[src/rtl/mc_ctrl_fsm.sv]
// Multicycle MIPS control FSM: decodes IR, sequences IF/ID/EXE/MEM/WB,
// drives datapath strobes and the 3-bit alu_ctr for the ALU decoder.
module mc_ctrl_fsm #(
    parameter int unsigned TO_CYC = 255
) (
    input  logic        clk,
    input  logic        rst_n,
    input  logic [31:0] instr,
    input  logic        mem_ready,
    input  logic        alu_zero,
    input  logic        alu_ov,
    output logic [2:0]  alu_ctr,
    output logic        alu_src_a,
    output logic [1:0]  alu_src_b,
    output logic        ext_op,
    output logic        pc_wr,
    output logic [1:0]  pc_src,
    output logic        ir_wr,
    output logic        iord,
    output logic        mem_req,
    output logic        mem_we,
    output logic        reg_wr,
    output logic        reg_dst,
    output logic        mem_to_reg,
    output logic        ov_trap,
    output logic        illegal_op,
    output logic        mem_err,
    output logic [3:0]  state
);

    typedef enum logic [3:0] {
        S_IF  = 4'd0,
        S_ID  = 4'd1,
        S_EXE = 4'd2,
        S_WB  = 4'd3,
        S_MA  = 4'd4,
        S_MEM = 4'd5,
        S_LWB = 4'd6,
        S_BR  = 4'd7
    } state_e;

    localparam logic [7:0] TO_LIM = 8'(TO_CYC);

    state_e     state_q, state_d;
    logic [7:0] cnt_q, cnt_d;
    logic       ov_q, ov_d;

    logic [5:0] opc, fn;
    logic       is_r, r_ok, is_addiu, is_ori, is_lw, is_sw, is_beq, is_j;
    logic       ovf_fn;
    logic [2:0] ctr_r;
    logic       waiting, timeout;
    logic       unused_bits;

    assign opc = instr[31:26];
    assign fn  = instr[5:0];
    assign unused_bits = ^instr[25:6];

    assign is_r     = (opc == 6'h00);
    assign is_addiu = (opc == 6'h09);
    assign is_ori   = (opc == 6'h0D);
    assign is_lw    = (opc == 6'h23);
    assign is_sw    = (opc == 6'h2B);
    assign is_beq   = (opc == 6'h04);
    assign is_j     = (opc == 6'h02);
    assign ovf_fn   = is_r && (fn == 6'h20 || fn == 6'h22);

    always_comb begin
        ctr_r = 3'b000;
        r_ok  = 1'b1;
        unique case (fn)
            6'h21:   ctr_r = 3'b000;
            6'h20:   ctr_r = 3'b001;
            6'h25:   ctr_r = 3'b010;
            6'h23:   ctr_r = 3'b100;
            6'h22:   ctr_r = 3'b101;
            6'h2B:   ctr_r = 3'b110;
            6'h2A:   ctr_r = 3'b111;
            default: r_ok  = 1'b0;
        endcase
    end

    // Wait-state counter only runs while a memory access is stalled.
    assign waiting = (state_q == S_IF || state_q == S_MEM) && !mem_ready;
    assign timeout = waiting && (cnt_q == TO_LIM);

    logic [2:0] ctr_c;
    logic       sa_c, ext_c, pcw_c, irw_c, iord_c, req_c, we_c;
    logic [1:0] sb_c, pcs_c;
    logic       rw_c, rd_c, m2r_c, ovt_c, ill_c, merr_c;

    always_comb begin
        state_d = state_q;
        cnt_d   = (waiting && !timeout) ? cnt_q + 8'd1 : 8'd0;
        ov_d    = ov_q;
        ctr_c   = 3'b000;
        sa_c    = 1'b0;
        sb_c    = 2'b00;
        ext_c   = 1'b0;
        pcw_c   = 1'b0;
        pcs_c   = 2'b00;
        irw_c   = 1'b0;
        iord_c  = 1'b0;
        req_c   = 1'b0;
        we_c    = 1'b0;
        rw_c    = 1'b0;
        rd_c    = 1'b0;
        m2r_c   = 1'b0;
        ovt_c   = 1'b0;
        ill_c   = 1'b0;
        merr_c  = 1'b0;
        unique case (state_q)
            S_IF: begin
                req_c = 1'b1;
                sb_c  = 2'b01;
                if (mem_ready) begin
                    irw_c   = 1'b1;
                    pcw_c   = 1'b1;
                    state_d = S_ID;
                end else if (timeout) begin
                    merr_c = 1'b1;
                end
            end
            S_ID: begin
                sb_c  = 2'b11;
                ext_c = 1'b1;
                if ((is_r && r_ok) || is_addiu || is_ori) begin
                    state_d = S_EXE;
                end else if (is_lw || is_sw) begin
                    state_d = S_MA;
                end else if (is_beq) begin
                    state_d = S_BR;
                end else if (is_j) begin
                    pcw_c   = 1'b1;
                    pcs_c   = 2'b10;
                    state_d = S_IF;
                end else begin
                    ill_c   = 1'b1;
                    state_d = S_IF;
                end
            end
            S_EXE: begin
                sa_c = 1'b1;
                if (is_r) begin
                    ctr_c = ctr_r;
                end else if (is_ori) begin
                    sb_c  = 2'b10;
                    ctr_c = 3'b010;
                end else begin
                    sb_c  = 2'b10;
                    ext_c = 1'b1;
                end
                ov_d    = alu_ov && ovf_fn;
                state_d = S_WB;
            end
            S_WB: begin
                rw_c    = !ov_q;
                rd_c    = is_r;
                ovt_c   = ov_q;
                ov_d    = 1'b0;
                state_d = S_IF;
            end
            S_MA: begin
                sa_c    = 1'b1;
                sb_c    = 2'b10;
                ext_c   = 1'b1;
                state_d = S_MEM;
            end
            S_MEM: begin
                req_c  = 1'b1;
                iord_c = 1'b1;
                we_c   = is_sw && !timeout;
                if (mem_ready) begin
                    state_d = is_lw ? S_LWB : S_IF;
                end else if (timeout) begin
                    merr_c  = 1'b1;
                    state_d = S_IF;
                end
            end
            S_LWB: begin
                rw_c    = 1'b1;
                m2r_c   = 1'b1;
                state_d = S_IF;
            end
            S_BR: begin
                sa_c    = 1'b1;
                ctr_c   = 3'b100;
                pcs_c   = 2'b01;
                pcw_c   = alu_zero;
                state_d = S_IF;
            end
            default: state_d = S_IF;
        endcase
    end

    always_ff @(posedge clk) begin
        if (!rst_n) begin
            state_q <= S_IF;
            cnt_q   <= 8'd0;
            ov_q    <= 1'b0;
        end else begin
            state_q <= state_d;
            cnt_q   <= cnt_d;
            ov_q    <= ov_d;
        end
    end

    // Reset cycle must never strobe the datapath, even mid-access.
    assign alu_ctr    = rst_n ? ctr_c : 3'b000;
    assign alu_src_a  = rst_n && sa_c;
    assign alu_src_b  = rst_n ? sb_c : 2'b00;
    assign ext_op     = rst_n && ext_c;
    assign pc_wr      = rst_n && pcw_c;
    assign pc_src     = rst_n ? pcs_c : 2'b00;
    assign ir_wr      = rst_n && irw_c;
    assign iord       = rst_n && iord_c;
    assign mem_req    = rst_n && req_c;
    assign mem_we     = rst_n && we_c;
    assign reg_wr     = rst_n && rw_c;
    assign reg_dst    = rst_n && rd_c;
    assign mem_to_reg = rst_n && m2r_c;
    assign ov_trap    = rst_n && ovt_c;
    assign illegal_op = rst_n && ill_c;
    assign mem_err    = rst_n && merr_c;
    assign state      = state_q;

endmodule
[config.mk]
export PLATFORM = sky130hd
export DESIGN_NAME = mc_ctrl_fsm
export DESIGN_NICKNAME = d
export VERILOG_FILES = /design/src/rtl/mc_ctrl_fsm.sv
export SDC_FILE = /design/constraint.sdc
export NUM_CORES = 1
export LEC_CHECK = 0
export ABC_AREA = 1
export BUFFER_PORTS_ARGS = -buffer_cell sky130_fd_sc_hd__buf_2
export CAP_MARGIN = 20
export CORE_ASPECT_RATIO = 1.1
export CORE_MARGIN = 2
export CORE_UTILIZATION = 25
export CTS_CLUSTER_DIAMETER = 80
export DETAILED_ROUTE_END_ITERATION = 8
export PLACE_DENSITY_LB_ADDON = 0.2
export SLEW_MARGIN = 40
export SYNTH_ARGS = -nofsm -noshare
export SYNTH_HDL_FRONTEND = slang
export SYNTH_SLANG_ARGS = --single-unit
[constraint.sdc]
create_clock -name clk -period 1.81 [get_ports clk]
set_input_delay 0.181 -clock clk [delete_from_list [all_inputs] [get_ports clk]]
set_output_delay 0.181 -clock clk [all_outputs]
set_load 0.03 [all_outputs]
==> reports/qor.yml, run 1 <==
max_stage_delay_ns: 0.34
yosysMostFrequentCell: "nor2_1"
firstDrtPassIters: 4
synth-seq-cells: 12
critical_path_required_ns: 1.63
yosysTopAreaCell: "dfxtp_1"
ioPinCount: 61
finalNetCount: 256
htree_levels: 1
clockBufferDepth: 2
synth_top_cell_area_share: 0.242
synth_ff_type: "dfxtp_1"
pre_cts_ws_ns: 0.140
peakVddDrop_uv: 174
cts_tree: "built"
fmax_mhz: 576
viasPerCell: 4.41
crit_chain: "buf_4, nor2_4, nand2_2, a21oi_4, inv_1, nor3_2, clkbuf_4"
gr-total-overflow: 0
dpl.cell_count: 257
syn_nets: 201
grt_pass1_vias: 1136
p_total_mw: 0.755
insertion_delay_ns: 0.24
post-route-min-period_ns: 1.74
final_cells: 269
first_iter_violations: 36
synth_commonest_cells: "nor2_1, nand2_1, inv_1"
initial_core_util: 0.254
cts_root_buf: "clkbuf_8"
finalHoldViolCount: 0
post_drt_wl_per_cell_um: 11.0
drc: 0
hold_ws_ns: 0.210
layout-drive-gt1-share: 0.415
clk_pin_slew_ns: 0.06
yosysWarnings: 0
coreArea_mm2: 0.00390
synth_area_leaders: "dfxtp_1, nor2_1, nand2_1"
nFillCells: 448
rsz0062_at_grt: "true"
wirelength_mm: 2.95
hp-class: "in -> reg"
die_y_um: 70.1
place_congestion: 0.753
row_count: 24
vias: 1187
antenna_left: 0
grt_max_degree: 9
synthCells: 163
grt_pass1_wl_mm: 4.89
end_kind: "output port"
die_w_um: 64.1
dp_hpwl_mm: 2.37
period_share: 0.959
portBuffers: 39
synthArstFlopShare: 0
finalWorstSetupSlack_ns: 0.0736
syn_area_per_cell_um2: 6.09
setup_tns_ns: 0
maxCapViolCount: 0
synth-edff-count: 0
finalSetupViolations: 0
cp_max_fo: 4
drv_slew: 0
status: "completed"
diodes: 0
timing_worst_setup_path_type: "reg -> out"
grt_usage: 0.135
worstPathArrival_ns: 1.56
area_growth_pct: 51.5
synth_cell_type_count: 31
syn-cell-area_um2: 993
clock-sinks: 12
fp.dieArea_mm2: 0.00449
cpMaxStageDelayCell: "dfxtp_1"
grt_antenna_before_repair: 0
setup.worst_path.start_class: "register"
skew_ns: 0.000764
powerDensity_mw_per_mm2: 501
numCtsBuffers: 3
leakagePower_nw: 0.715
synth-seq-area-share: 0.242
-- worst max-delay path, delay by kind of cell (launching register included) --
family,cells,cell delay (ns)
buffers and inverters,3,0.44
DFF,1,0.34
and+or+nand+nor,3,0.34
AOI/OAI and AO/OA,1,0.18
-- state kept, by name (all words and copies together) (netlist names) --
| name | count |
|---|---|
| cnt_q | 8 |
| ov_q | 1 |
| state | 3 |
-- power by group --
group	internal, mW	switching [mW]
Clock	0.193	0.110
Sequential	0.269	0.0111
Combinational	0.0611	0.111
Total	0.523	0.232
-- final timing paths --
path / start / end / slack (ns) / depth (start not counted)
worst max register to register: cnt_q[1]$_SDFF_PN0_ / cnt_q[3]$_SDFF_PN0_ / 0.19 / 11
worst max-delay path: state[1]$_SDFFE_PN0P_ / mem_err / 0.07 / 7
worst min-delay path: alu_ov / ov_q$_SDFFE_PN0P_ / 0.21 / 3
worst min register to register: cnt_q[0]$_SDFF_PN0_ / cnt_q[0]$_SDFF_PN0_ / 0.45 / 1
-- routing by layer --
layer  part of all wire  wire [um]  vias up  GRT usage
met5                  0          0        -          0
met4             0.0041         12        0     0.0284
met3              0.049        146        2     0.0386
met2               0.51       1500       23      0.248
met1               0.44       1290      519      0.154
li1                   -          -      643          -
-- cell usage in the layout (no fill, tap or decap), drive strengths merged, types with 2 or more instances in the layout --
master   n
a21oi    6
a31oi    4
buf     52
clkbuf   5
dfxtp   12
inv     24
nand2   30
nand3   17
nand4    6
nor2    37
nor3     8
nor3b    3
o21ai    2
xor2     2
-- kinds of logic after synthesis --
kind of cell / after synthesis / share of synthesized area
simple gates: 104 / 0.508
buf+inv: 27 / 0.107
compound gates: 16 / 0.110
flops: 12 / 0.242
xor+xnor: 2 / 0.0176
fa+ha+maj: 1 / 0.0126
other cells: 1 / 0.00377
-- per-stage QoR --
stage	instance area, um2	util
detailed placement	1320	0.338
finish	1510	0.386
floorplan	1030	-
global route	1510	0.386
global placement	1320	0.338
CTS	1450	0.370
-- final cells by class --
cell class / count / area (um2) / area share
clock buffers: 4 / 55.1 / 0.0366
well taps: 52 / 65.1 / 0.0432
multi-input cells: 124 / 726 / 0.482
flip-flops and latches: 12 / 250 / 0.166
repair buffers: 53 / 319 / 0.212
inverters: 24 / 90.1 / 0.0599
-- timing repair --
| item | 4_1_cts | 5_1_grt |
|---|---|---|
| pin swaps | 4 | 6 |
| gates resized for setup | 12 | 13 |
| hold buffers | 0 | 0 |
| setup endpoints to repair | 6 | 8 |
| buffers inserted | 5 | 3 |
(Power assumes the default switching activity.)
==> inputs of run 2 (changes only) <==
- CORE_ASPECT_RATIO: 1.1 -> not set
- clock period: 1.81 -> 1.75 ns (I/O delays scaled with it)
==> reports/qor.yml, run 2 (synthesis results as in run 1) <==
cts_root_buf: "clkbuf_8"
end_kind: "output port"
grt_usage: 0.143  # +0.00722
dpl-instance-area_mm2: 0.00131  # -0.85%
dp_hpwl_mm: 2.30  # -2.9%
period_share: 0.963
use_met1: 0.179  # +0.0245
path_common_cell: "nor2_4"
crit_chain: "inv_4, nand2_4, nor2_4, nand2_2, nor2_4, a31oi_1, a31oi_2, buf_6"
wirelength_mm: 2.93  # -0.58%
maxCapViolCount: 0  # unchanged
fp.dieArea_mm2: 0.00449  # about the same
grt_antenna_before_repair: 0  # unchanged
diodes: 0  # unchanged
place_congestion: 0.729  # -3.2%
hp-class: "in -> reg"
cp_max_fo: 5  # +1
cpMaxStageDelayCell: "dfxtp_4"
timing_worst_setup_path_type: "reg -> out"
fin_util: 0.416  # +0.0302
skew_ns: 0.00415  # +0.00339 ns
clk_pin_slew_ns: 0.06  # about the same
max_stage_delay_ns: 0.37  # +0.03 ns
ioPinCount: 61  # unchanged
grt_pass1_vias: 1170  # +3.0%
htree_levels: 1  # unchanged
die_w_um: 67.0  # +4.6%
vias: 1205  # +1.5%
grt.busiest_layer: "met2"
finalHoldViolCount: 0  # unchanged
post-route-min-period_ns: 1.69
finalNetCount: 256  # unchanged
insertion_delay_ns: 0.24  # about the same
dpl.cell_count: 252  # -1.9%
setup.worst_path.start_class: "register"
grt_max_degree: 10  # +1
cts_tree: "built"
antenna_left: 0  # unchanged
final_cells: 265  # -1.5%
drv_slew: 0  # unchanged
clockBufferDepth: 2  # unchanged
die_y_um: 67.0  # -4.4%
fmax_mhz: 593
peakVddDrop_uv: 183  # +4.7%
finalSetupViolations: 0  # unchanged
row_count: 22  # -8.3%
portBuffers: 39  # unchanged
initial_core_util: 0.265  # +0.0109
firstDrtPassIters: 4  # unchanged
powerDensity_mw_per_mm2: 500  # -0.26%
gr-total-overflow: 0  # unchanged
finalWorstSetupSlack_ns: 0.0649  # -0.00873 ns
hold_ws_ns: 0.227  # +0.0169 ns
largest_reg_flops: 8  # unchanged
mostFrequentLayoutCell: "buf_2"
status: "completed"
final_area_mm2: 0.00156  # +3.4%
clock-sinks: 12  # unchanged
post_drt_wl_per_cell_um: 11.1  # +0.92%
area_growth_pct: 56.7
coreArea_mm2: 0.00374  # -4.1%
drc: 0  # unchanged
rsz0062_at_grt: "true"
numCtsBuffers: 3  # unchanged
setup_tns_ns: 0  # unchanged
viasPerCell: 4.55  # +3.0%
critical_path_required_ns: 1.57  # -0.06 ns
layout-drive-gt1-share: 0.442  # +0.0276
grt_pass1_wl_mm: 4.97  # +1.6%
pre_cts_ws_ns: 0.157  # +0.0175 ns
first_iter_violations: 71  # +97%
final_cell_mix: "buf_2, nor2_1, nand2_1"
leakagePower_nw: 0.728  # +1.8%
worstPathArrival_ns: 1.51  # -0.05 ns
p_total_mw: 0.778  # +3.1%
top_register: "cnt_q"
global_route.usage.met3: 0.0186  # -0.0201
met2_usage: 0.245  # -0.00264
==> run 2: cell count changes in the layout (fill, tap and decap cells not counted), moves of 2 or more <==
cell / before / now
buf_6: 1 / 3
inv_2: 3 / 1
nand2_1: 26 / 23
nand2_4: 0 / 2
nand3_2: 2 / 0
nand3_4: 1 / 3
==> run 2: worst paths after layout <==
kind	from	endpoint	slack [ns]	depth (start not counted)
max reg2reg	cnt_q[1]$_SDFF_PN0_	cnt_q[3]$_SDFF_PN0_	0.34	9
min	alu_ov	ov_q$_SDFFE_PN0P_	0.23	3
min reg2reg	ov_q$_SDFFE_PN0P_	ov_q$_SDFFE_PN0P_	0.49	2
max	state[2]$_SDFFE_PN0P_	alu_ctr[1]	0.06	8
==> run 2: final cells by class <==
type                    instances  area [um2]
clock buffers                   4        55.1
fillers                       438        2190
inverters                      24        96.3
multi-input cells             124         764
flip-flops and latches         12         254
well taps                      48        60.1
repair buffers                 53         327
==> run 2: timing repair <==
| item | 4_1_cts | 5_1_grt |
|---|---|---|
| setup endpoints to repair | 7 | 9 |
| setup buffers | 1 | 8 |
| pin swaps | 2 | 9 |
| resized for setup | 14 | 26 |
| hold buffers | 0 | 0 |
==> run 2: power breakdown <==
part           internal, mW  switching (mW)  total, mW
combinational        0.0686           0.119      0.187
clock                 0.199           0.102      0.300
sequential            0.277          0.0141      0.291
total                 0.544           0.234      0.778
==> run 2: worst max-delay path, delay by kind of cell (launching register included) <==
| kind | cells | cell delay, ns |
|---|---|---|
| AO/OA/AOI/OAI | 2 | 0.24 |
| AND/OR/NAND/NOR | 4 | 0.44 |
| buffers and inverters | 2 | 0.22 |
| flip-flops | 1 | 0.37 |
==> run 2: per-layer routing <==
metal	routed length, um	part of all wire	vias up
met3	115	0.039	2
li1	-	-	642
met5	0	0	-
met4	27	0.0092	0
met2	1450	0.49	23
met1	1340	0.46	538
